### src/rtl/mem_copy_engine.sv
// Block copy / constant fill initiator for a 256x8 synchronous single-port memory.
// Optional running checksum of written bytes when MEM_COPY_CHECKSUM_EN is defined.
module mem_copy_engine #(
  parameter int ADDR_W = 8,
  parameter int DATA_W = 8
) (
  input  logic              clk,
  input  logic              rst,
  input  logic              start,
  input  logic              mode,
  input  logic [ADDR_W-1:0] src_addr,
  input  logic [ADDR_W-1:0] dst_addr,
  input  logic [ADDR_W-1:0] length,
  input  logic [DATA_W-1:0] fill_val,
  input  logic              abort,
  output logic              busy,
  output logic              done,
  output logic              aborted,
  output logic [ADDR_W-1:0] xfer_count,
  output logic [DATA_W-1:0] checksum,
  output logic              mem_write_en,
  output logic [ADDR_W-1:0] mem_addr,
  output logic [DATA_W-1:0] mem_wdata,
  input  logic [DATA_W-1:0] mem_rdata
);

  typedef enum logic [1:0] {IDLE, RD, WR, FIN} state_t;

  state_t            state;
  logic              mode_r;
  logic [ADDR_W-1:0] src_r;
  logic [ADDR_W-1:0] dst_r;
  logic [ADDR_W-1:0] len_r;
  logic [ADDR_W-1:0] idx;
  logic [DATA_W-1:0] fill_r;
  logic              abort_pend;

  logic [ADDR_W-1:0] idx_nxt;
  logic              last_byte;
  logic              stop_req;

  assign idx_nxt   = idx + ADDR_W'(1);
  assign last_byte = (idx_nxt == len_r);
  assign stop_req  = abort | abort_pend;

  // Copy data comes straight from the memory's registered output, which is
  // held stable for the whole WR cycle because write_en is high.
  always_comb begin
    mem_wdata = '0;
    if (state == WR)
      mem_wdata = mode_r ? fill_r : mem_rdata;
  end

  always_ff @(posedge clk or posedge rst) begin
    if (rst) begin
      state        <= IDLE;
      mode_r       <= 1'b0;
      src_r        <= '0;
      dst_r        <= '0;
      len_r        <= '0;
      idx          <= '0;
      fill_r       <= '0;
      abort_pend   <= 1'b0;
      busy         <= 1'b0;
      done         <= 1'b0;
      aborted      <= 1'b0;
      xfer_count   <= '0;
      mem_write_en <= 1'b0;
      mem_addr     <= '0;
    end else begin
      case (state)
        IDLE: begin
          done         <= 1'b0;
          aborted      <= 1'b0;
          mem_write_en <= 1'b0;
          mem_addr     <= '0;
          if (start) begin
            mode_r     <= mode;
            src_r      <= src_addr;
            dst_r      <= dst_addr;
            len_r      <= length;
            fill_r     <= fill_val;
            idx        <= '0;
            xfer_count <= '0;
            abort_pend <= 1'b0;
            if (length == '0) begin
              state <= FIN;
              done  <= 1'b1;
            end else if (mode) begin
              state        <= WR;
              busy         <= 1'b1;
              mem_write_en <= 1'b1;
              mem_addr     <= dst_addr;
            end else begin
              state    <= RD;
              busy     <= 1'b1;
              mem_addr <= src_addr;
            end
          end
        end
        RD: begin
          // An abort seen while reading lets the current byte finish first.
          abort_pend   <= abort;
          state        <= WR;
          mem_write_en <= 1'b1;
          mem_addr     <= dst_r + idx;
        end
        WR: begin
          idx        <= idx_nxt;
          xfer_count <= xfer_count + ADDR_W'(1);
          if (last_byte || stop_req) begin
            state        <= FIN;
            busy         <= 1'b0;
            done         <= 1'b1;
            aborted      <= ~last_byte;
            mem_write_en <= 1'b0;
            mem_addr     <= '0;
          end else if (mode_r) begin
            mem_addr <= dst_r + idx_nxt;
          end else begin
            state        <= RD;
            mem_write_en <= 1'b0;
            mem_addr     <= src_r + idx_nxt;
          end
        end
        FIN: begin
          state   <= IDLE;
          done    <= 1'b0;
          aborted <= 1'b0;
        end
        default: state <= IDLE;
      endcase
    end
  end

`ifdef MEM_COPY_CHECKSUM_EN
  logic [DATA_W-1:0] sum_r;

  always_ff @(posedge clk or posedge rst) begin
    if (rst)
      sum_r <= '0;
    else if (state == IDLE && start)
      sum_r <= '0;
    else if (state == WR)
      sum_r <= sum_r + mem_wdata;
  end

  assign checksum = sum_r;
`else
  assign checksum = '0;
`endif

endmodule

### config.mk
export PLATFORM = sky130hd
export DESIGN_NAME = mem_copy_engine
export DESIGN_NICKNAME = d
export VERILOG_FILES = /design/src/rtl/mem_copy_engine.sv
export SDC_FILE = /design/constraint.sdc
export NUM_CORES = 1
export LEC_CHECK = 0
export ABC_AREA = 1
export CAP_MARGIN = 30
export CORE_MARGIN = 5
export CORE_UTILIZATION = 55
export CTS_CLUSTER_DIAMETER = 100
export DETAILED_ROUTE_END_ITERATION = 12
export PLACE_DENSITY = 0.91
export SLEW_MARGIN = 20
export SYNTH_ARGS = -nofsm -noshare
export SYNTH_HDL_FRONTEND = slang
export SYNTH_SLANG_ARGS = --single-unit
export TNS_END_PERCENT = 30
### constraint.sdc
create_clock -name clk -period 4.5 [get_ports clk]
set_input_delay 0.675 -clock clk [delete_from_list [all_inputs] [get_ports clk]]
set_output_delay 0.675 -clock clk [all_outputs]
set_load 0.01 [all_outputs]
# Word level (Yosys, flattened, before mapping)
# Cells that the tools add are included.
# word_totals
reg_bits,64
in_bits,45
# op_classes
add_sub_neg,5
n_eq_ne,8
mux,35
n_bitwise,2
n_reduce_logical,17
# op_table
op,count
$mux 8,8
$pmux 8 s2,2
$add 8x8->8,3
$pmux 8 s3,1
$add 8x1->8 const B,2
$reduce_and 2->1,7
$mux 1,13
$mux 2,5
$eq 8x8->1,1
$logic_not 8->1,1
$pmux 2 s4,1
$pmux 1 s2,3
$pmux 1 s3,2
$reduce_bool 2->1,3
$reduce_bool 3->1,2
$eq 2x2->1 const B,2
$ne 2x2->1 const B,2
$reduce_and 4->1,1
$ne 3x2->1 const B,1
$eq 2x1->1 const B,1
$logic_not 2->1,1
$ne 2x1->1 const B,1
$reduce_or 2->1,1
$logic_or 1x1->1,1
other kinds (2),2

# Longest topological paths before layout
# Gate-level depths: netlist of run 1.
# logic_depth
ltp_word,5
mapped_depth,19
mapped_depth_nobuf,18

# Worst setup path before layout of run 1
# Ideal clock, no wire load.
# synth_timing
path_type,register -> register
from,reg mode_r
to,reg mem_addr[6]
arrival_time_ns,2.038
slack_ns,2.341
stages_incl_launch_ff,19
synth_period_minus_slack_ns,2.159
cell_sequence,dfrtp_1 > buf_4 > clkbuf_1 > nand2_1 > nand2_1 > ha_1 > fa_1 > inv_1 > nor2_1 > nand2_1 > nand2_1 > nand2_1 > nand2_1 > nand2_1 > nand2_1 > nand2_1 > nand2_1 > nand2_1 > a21oi_1
# synth_via
elab_chain_len,3
# synth_rtl
item,line,source
from (decl),30,logic mode_r;
from (signal assigned),78,mode_r <= mode;
$mux 8,118,end else if (mode_r) begin
$mux 8,111,if (last_byte || stop_req) begin
$pmux 8 s3,71,case (state)
to (signal assigned),106,mem_addr <= dst_r + idx;
to (signal assigned),119,mem_addr <= dst_r + idx_nxt;
to (signal assigned),123,mem_addr <= src_r + idx_nxt;
to (decl),22,"output logic [ADDR_W-1:0] mem_addr,"
# Every way passes these cells.
# A chain may end at the register's enable or synchronous reset.

# Final worst setup path of run 1
# layout_timing
from,reg mode_r
to,out mem_wdata[7]
# layout_via
elab_chain_len,2
# layout_rtl
item,line,source
$mux 8,51,mem_wdata = mode_r ? fill_r : mem_rdata;
$mux 8,50,if (state == WR)
to (decl),23,"output logic [DATA_W-1:0] mem_wdata,"
# Every way passes these cells.

==> impl_metrics.csv, run 1 <==
group,metric,value,unit
clock_tree,cts-resized-gates,0,
timing,clock.fmax,333,MHz
yosys,synth_ff_type,"dfrtp_1",
pwr,leakage,2.61,nW
pwr,combPwrFrac,0.550,
route,drtPass1Iterations,5,
global_routing,use_met3,0.0504,
floorplanning,placementRows,31,
setup_path,cp_num_buf_inv,2,
hold_path,hold_depth,2,
finish,area_delta_synth_final,23.6,%
floorplanning,die_width,96.9,um
timing,timing.final.crit_period,3.00,ns
setup_path,cpLargestDelayFamily,"buffers and inverters",
setup_path,crit_path_max_incr_delay,0.83,ns
clock_tree,clk_latency,0.35,ns
pwr,switching_share,0.476,
clock_tree,clkSinkCount,64,
clock_tree,cts_max_path_buffers,2,
global_routing,globalRouteMet1Util,0.310,
flow_run,maxCapViolCount,0,
yosys,synth_top_area_cell,"dfrtp_1",
clock_tree,post_cts_buffers,0,
yosys,seq_area_frac_synth,0.386,
setup_path,endpoint_kind,"output pin",
timing,period_share,0.667,
timing,relSlewSlack,0.416,
setup_path,cpMostUsedCell,"nor2_1",
pwr,power,0.00354,W
status,outcome,"finished, final reports clean",
timing,timing.final.max_slew_violations,0,
clock_tree,cts.clk_slew.worst_paths,0.08,ns
route,avgRoutedWirePerCell,15.2,um
finish,fill_cells,578,
global_routing,grt_antenna_before_repair,0,
pwr,switching_power,0.00169,W
place,hpwl,8610,um
hold_path,min_path_type,"flip-flop to flip-flop",
setup_path,path_class,"flip-flop to output pin",
floorplanning,core-area,0.00729,mm2
timing,clock-skew-final,0.0138,ns
global_routing,grt_pass1_vias,4079,
global_routing,grt.overflow.total,0,
yosys,syn_inst,581,
timing,rsz0062_at_grt,"false",
finish,diodes,0,
route,route.antenna.remaining_nets,0,
global_routing,grt_usage,0.246,
yosys,yosys_warnings,0,
clock_tree,cts_tree,"yes",
pwr,intPower,0.00185,W
setup_path,reg2reg_from,"mode_r",
global_routing,met2_usage,0.394,
place,gp_congestion,1.06,
floorplanning,io_pins,81,
timing,hold_viol_final,0,
floorplanning,die-area,0.00939,mm2
route,wirelength,11500,um
setup_path,path_max_fanout,24,
timing,tns,0,ns
setup_path,worst-r2r-cell-count,16,
pwr,power.density,689,mW/mm2
yosys,synth-seq-cells,64,
timing,tightest_slew,0.870,ns
place,numPortBuffers,72,
clock_tree,root_buffer,"clkbuf_8",
yosys,yosysTopAreaCellShare,0.386,
route,viasPerCell,5.48,
setup_path,r2r-end,"mem_addr[6]",
pwr,seqPwrFrac,0.306,
hold_path,hold_end,"fill_r[4]",
pwr,ir_drop,0.315,mV
clock_tree,numCtsBuffers,9,
finish,final_util,0.704,
hold_path,hold_start,"fill_r[4]",
floorplanning,die_y,96.9,um
yosys,async_flop_share,1.00,
finish,drive_gt1_frac,0.0625,
floorplanning,start_util,0.569,
clock_tree,htree_levels,3,
setup_path,worstPathRequired,3.83,ns
route,vias,4139,
pwr,clkPwrFrac,0.144,
global_routing,grt_busiest_layer,"met2",
yosys,synth_edf_count,0,
setup_path,cp_slowest_cell,"dfrtp_1",
finish,final_nets,717,
clock_tree,hold_buffers,0,
yosys,yosys-top-cells-area,"dfrtp_1 39%, nand2_1 17%, inv_1 6.1%, ha_1 5.7%, nor2_1 5.1%",
route,drtIter0Drc,392,
setup_path,path_cells,"inv_1, nor2_1, nor2_1, clkdlybuf4s50_1",
setup_path,setup.worst_path.start_class,"flip-flop",
yosys,netlist_area,0.00415,mm2
global_routing,grt_pass1_wl,19100,um
setup_path,reg2reg_slack,1.59,ns
setup_path,arrival,2.32,ns
global_routing,grt_max_degree,43,
timing,finalSetupViolations,0,
yosys,yosysUniqueCellTypes,43,
yosys,synth.avg_cell_area,7.15,um2
route,route.detailed.drc,0,
[cell families (layout without fill, tap and decap cells)]
logic type	count (synthesis)	count (layout)	share of synthesized area
simple gates	295	295	0.298
buf+inv	97	165	0.0979
compound gates	91	91	0.125
flops	64	64	0.386
fa+ha+maj	21	21	0.0669
xor+xnor	11	11	0.0232
other cells	1	8	0.000903
mux	1	1	0.00241
[stage by stage]
step / instance area (um2) / std cells / setup slack (ns) / hold WS (ns)
floorplan: 4180 / 588 / 2.23 / 0.448
global placement: 4910 / 738 / 1.76 / 0.464
detailed placement: 4910 / 738 / 1.68 / 0.470
CTS: 5110 / 754 / 1.53 / 0.491
global route: 5130 / 755 / 1.30 / 0.515
finish: 5130 / 755 / 1.50 / 0.489
[power groups by stage]
stage / combinational (W) / clock, W / sequential, W
finish: 0.00195 / 0.000508 / 0.00108
global route: 0.00217 / 0.000538 / 0.00111
CTS: 0.00192 / 0.000515 / 0.00107
detailed placement: 0.00189 / 0 / 0.00108
global placement: 0.00183 / 0 / 0.00107
floorplan: 0.00134 / 0 / 0.00101
[placed cells by master, fill, tap and decap left out, drive strengths merged, types with 2 or more instances in the layout]
| master | count |
|---|---|
| nand4 | 4 |
| conb | 8 |
| fa | 2 |
| nor3 | 6 |
| o211ai | 4 |
| xor2 | 8 |
| nand2 | 188 |
| o22ai | 5 |
| buf | 3 |
| o2111ai | 2 |
| ha | 19 |
| dfrtp | 64 |
| nor2 | 61 |
| clkinv | 5 |
| o21ai | 45 |
| nand3 | 32 |
| a221oi | 2 |
| clkdlybuf4s50 | 72 |
| clkbuf | 9 |
| inv | 75 |
| or2 | 2 |
| a31oi | 3 |
| a21oi | 23 |
| xnor2 | 3 |
[sequential cells by signal, indices dropped and copies added, names as in the netlist]
| name | flops |
|---|---|
| abort_pend | 1 |
| aborted | 1 |
| busy | 1 |
| done | 1 |
| dst_r | 8 |
| fill_r | 8 |
| idx | 8 |
| len_r | 8 |
| mem_addr | 8 |
| mem_write_en | 1 |
| mode_r | 1 |
| src_r | 8 |
| state | 2 |
| xfer_count | 8 |
[worst max path at each step]
| stage | startpoint | to | slack [ns] | depth (start not counted) |
|---|---|---|---|---|
| 6_report | mode_r | mem_wdata[7] | 1.50 | 4 |
| 3_3_place_gp | length[6] | mem_addr[7] | 1.76 | 13 |
| 4_1_cts | state[0] | mem_wdata[0] | 1.53 | 5 |
| 3_5_place_dp | mode_r | mem_addr[6] | 1.68 | 16 |
| 5_1_grt | mode_r | mem_addr[6] | 1.30 | 16 |
| 2_1_floorplan | rst | abort_pend | 2.23 | 1 |
[cell usage after synthesis, types with 3 or more instances]
library cell	instances
nor2_1	56
nand4_1	4
xnor2_1	3
clkbuf_1	11
a21oi_1	23
nand3_1	29
nand2_2	4
nand2_1	184
inv_1	68
o22ai_1	5
o21ai_0	38
o211ai_1	4
buf_4	11
inv_2	5
xor2_1	8
ha_1	19
nor3_1	5
nor2_2	4
o21ai_1	6
dfrtp_1	64
a31oi_1	3
[metal layers]
metal  part of all wire  routed length [um]
met4              0.045                 517
met3              0.083                 954
met5                  0                   0
met1               0.41                4730
met2               0.46                5290
[worst min-delay path, cell delays in order, from the launching register on]
cell and delay [ns]:
dfrtp_1 0.35, nand2_1 0.06, nand2_1 0.05
[layout make-up]
type | instances | area, um2 | share of cell area
Clock buffer | 9 | 124 | 0.0241
Clock inverter | 7 | 78.8 | 0.0154
Inverter | 74 | 278 | 0.0541
Multi-Input combinational cell | 427 | 2170 | 0.423
Sequential cell | 64 | 1600 | 0.312
Tap cell | 99 | 124 | 0.0241
Timing Repair Buffer | 75 | 756 | 0.147
No activity file was read; power rests on OpenSTA's default activity.
==> inputs of run 2 (changes only) <==
--- a/config.mk
+++ b/config.mk
@@ -8,10 +8,10 @@
 export ABC_AREA = 1
 export CAP_MARGIN = 30
 export CORE_MARGIN = 5
-export CORE_UTILIZATION = 55
+export CORE_UTILIZATION = 53
 export CTS_CLUSTER_DIAMETER = 100
 export DETAILED_ROUTE_END_ITERATION = 12
-export PLACE_DENSITY = 0.91
+export PLACE_DENSITY = 0.88
 export SLEW_MARGIN = 20
 export SYNTH_ARGS = -nofsm -noshare
 export SYNTH_HDL_FRONTEND = slang
==> constraint.sdc (replaced) <==
create_clock -name clk -period 2.9 [get_ports clk]
set_input_delay 0.435 -clock clk [delete_from_list [all_inputs] [get_ports clk]]
set_output_delay 0.435 -clock clk [all_outputs]
set_load 0.01 [all_outputs]
==> run 2 against run 1 <==
Cell area up 0.32%. Global-route usage is 0.73 points lower. Core utilization shrank 3.4 points. Wire length decreased by 1.1%. Register-to-register slack worse by 1.2 ns. Combinational power rose by 57%. Die area rose by 3.4%. Sequential share of layout area down 0.099 points. Sequential cell count is the same. Sequential power increased by 51%. Largest cell class unchanged.
==> impl_metrics.csv, run 2 (synthesis gave the netlist of run 1 again) <==
group,metric,value,unit
setup_path,arrival,2.07,ns
pwr,seqPwrFrac,0.297,
pwr,leakage,2.62,nW
timing,tns,0,ns
global_routing,globalRouteMet1Util,0.308,
setup_path,path_max_fanout,10,
flow_run,maxCapViolCount,0,
floorplanning,die_width,98.5,um
route,viasPerCell,5.30,
route,route.antenna.remaining_nets,0,
clock_tree,hold_buffers,0,
timing,period_share,0.862,
pwr,ir_drop,0.568,mV
hold_path,hold_start,"fill_r[1]",
place,gp_congestion,0.885,
floorplanning,core-area,0.00769,mm2
finish,mostFrequentLayoutCell,"nand2_1",
timing,clock.fmax,400,MHz
floorplanning,placementRows,32,
timing,finalSetupViolations,0,
timing,tightest_slew,0.819,ns
clock_tree,post_cts_buffers,0,
global_routing,use_met3,0.0552,
route,wirelength,11400,um
global_routing,grt_busiest_layer,"met2",
setup_path,setup.worst_path.start_class,"flip-flop",
clock_tree,clk_latency,0.34,ns
route,avgRoutedWirePerCell,14.9,um
setup_path,endpoint_kind,"output pin",
pwr,switching_power,0.00257,W
route,route.detailed.drc,0,
setup_path,path_class,"flip-flop to output pin",
floorplanning,io_pins,81,
pwr,intPower,0.00291,W
status,outcome,"finished, final reports clean",
floorplanning,start_util,0.540,
setup_path,worstPathRequired,2.47,ns
route,drtIter0Drc,210,
clock_tree,cts_tree,"yes",
floorplanning,die_y,98.5,um
global_routing,grt_antenna_before_repair,0,
place,numPortBuffers,72,
setup_path,worst-r2r-cell-count,15,
route,drtPass1Iterations,6,
setup_path,cp_slowest_cell,"clkdlybuf4s50_1",
global_routing,grt_usage,0.238,
global_routing,grt_max_degree,65,
timing,hold_viol_final,0,
global_routing,grt_pass1_wl,18800,um
pwr,power.density,1070,mW/mm2
clock_tree,cts.clk_slew.worst_paths,0.08,ns
timing,timing.final.crit_period,2.50,ns
timing,relSlewSlack,0.454,
finish,regArea,0.00160,mm2
floorplanning,die-area,0.00971,mm2
timing,whs,0.492,ns
finish,fin_area,0.00515,mm2
pwr,power,0.00549,W
finish,final_util,0.670,
route,vias,4031,
finish,area_delta_synth_final,24.0,%
finish,drive_gt1_frac,0.0668,
setup_path,r2r-end,"mem_addr[7]",
global_routing,met2_usage,0.386,
clock_tree,cts_max_path_buffers,2,
pwr,switching_share,0.469,
setup_path,crit_path_max_incr_delay,0.55,ns
finish,diodes,0,
finish,multi_input_area,0.00217,mm2
finish,final_nets,720,
clock_tree,cts-resized-gates,0,
global_routing,grt_pass1_vias,3962,
timing,clock-skew-final,0.00902,ns
finish,fill_cells,672,
clock_tree,htree_levels,3,
pwr,combPwrFrac,0.557,
finish,layout_common_cells,"184 x nand2_1, 72 x clkdlybuf4s50_1, 67 x inv_1",
setup_path,path_cells,"inv_1, ha_1, o21ai_0, nor2_1, clkdlybuf4s50_1",
setup_path,reg2reg_slack,0.42,ns
clock_tree,clkSinkCount,64,
hold_path,hold_depth,2,
hold_path,hold_end,"fill_r[1]",
setup_path,reg2reg_from,"idx[0]",
timing,rsz0062_at_grt,"false",
global_routing,grt.overflow.total,0,
timing,timing.final.max_slew_violations,0,
hold_path,min_path_type,"flip-flop to flip-flop",
clock_tree,numCtsBuffers,9,
place,hpwl,8740,um
place,placed_cell_area,0.00494,mm2
pwr,clkPwrFrac,0.146,
clock_tree,root_buffer,"clkbuf_8",
## run 2: changes by cell type in the layout (fill, tap and decap cells not counted)
cell        change
clkinv_4        -2
buf_12          -1
buf_4           +4
clkinvlp_4      +2
clkbuf_8        +1
inv_6           -1
## run 2: cell type report
class,count,share of cell area
Clock inverter,6,0.0131
Clock buffer,10,0.0267
Multi-Input combinational cell,427,0.422
Sequential cell,64,0.311
Timing Repair Buffer,78,0.149
Inverter,74,0.0539
Tap cell,102,0.0248
## run 2: worst max-delay path by stage
| stage | start | to | cells past startpoint |
|---|---|---|---|
| 3_5_place_dp | idx[0] | mem_addr[7] | 15 |
| 4_1_cts | state[0] | mem_wdata[4] | 5 |
| 3_3_place_gp | idx[0] | mem_addr[7] | 15 |
| 2_1_floorplan | mode_r | mem_addr[6] | 18 |
| 5_1_grt | idx[0] | mem_addr[7] | 15 |
| 6_report | state[0] | mem_wdata[4] | 5 |
## run 2: power groups by stage
stage / Sequential (W) / Combinational [W] / Clock, W
2_1_floorplan: 0.00157 / 0.00208 / 0
3_3_place_gp: 0.00162 / 0.00294 / 0
3_5_place_dp: 0.00164 / 0.00302 / 0
4_1_cts: 0.00163 / 0.00305 / 0.000809
5_1_grt: 0.00168 / 0.00343 / 0.000850
6_report: 0.00163 / 0.00306 / 0.000800
## run 2: critical path, delay by kind of cell (launching register included)
kind,cells,cell delay (ns)
compound gates,1,0.16
flops,1,0.42
fa+ha+maj,1,0.36
simple gates,1,0.11
buf+inv,2,0.68
## run 2: through the flow
| step | setup slack (ns) | std cells |
|---|---|---|
| detailed placement | 0.438 | 745 |
| global route | 0.141 | 761 |
| global placement | 0.501 | 745 |
| CTS | 0.366 | 761 |
| floorplan | 0.741 | 588 |
| finish | 0.400 | 761 |
## run 2: per-layer routing
metal  vias to the layer above  part of all wire  wire length (um)
met5                         -                 0                 0
met4                         0             0.025               288
met3                        25             0.077               878
met2                       177              0.47              5360
met1                      1845              0.43              4840
li1                       1984                 -                 -
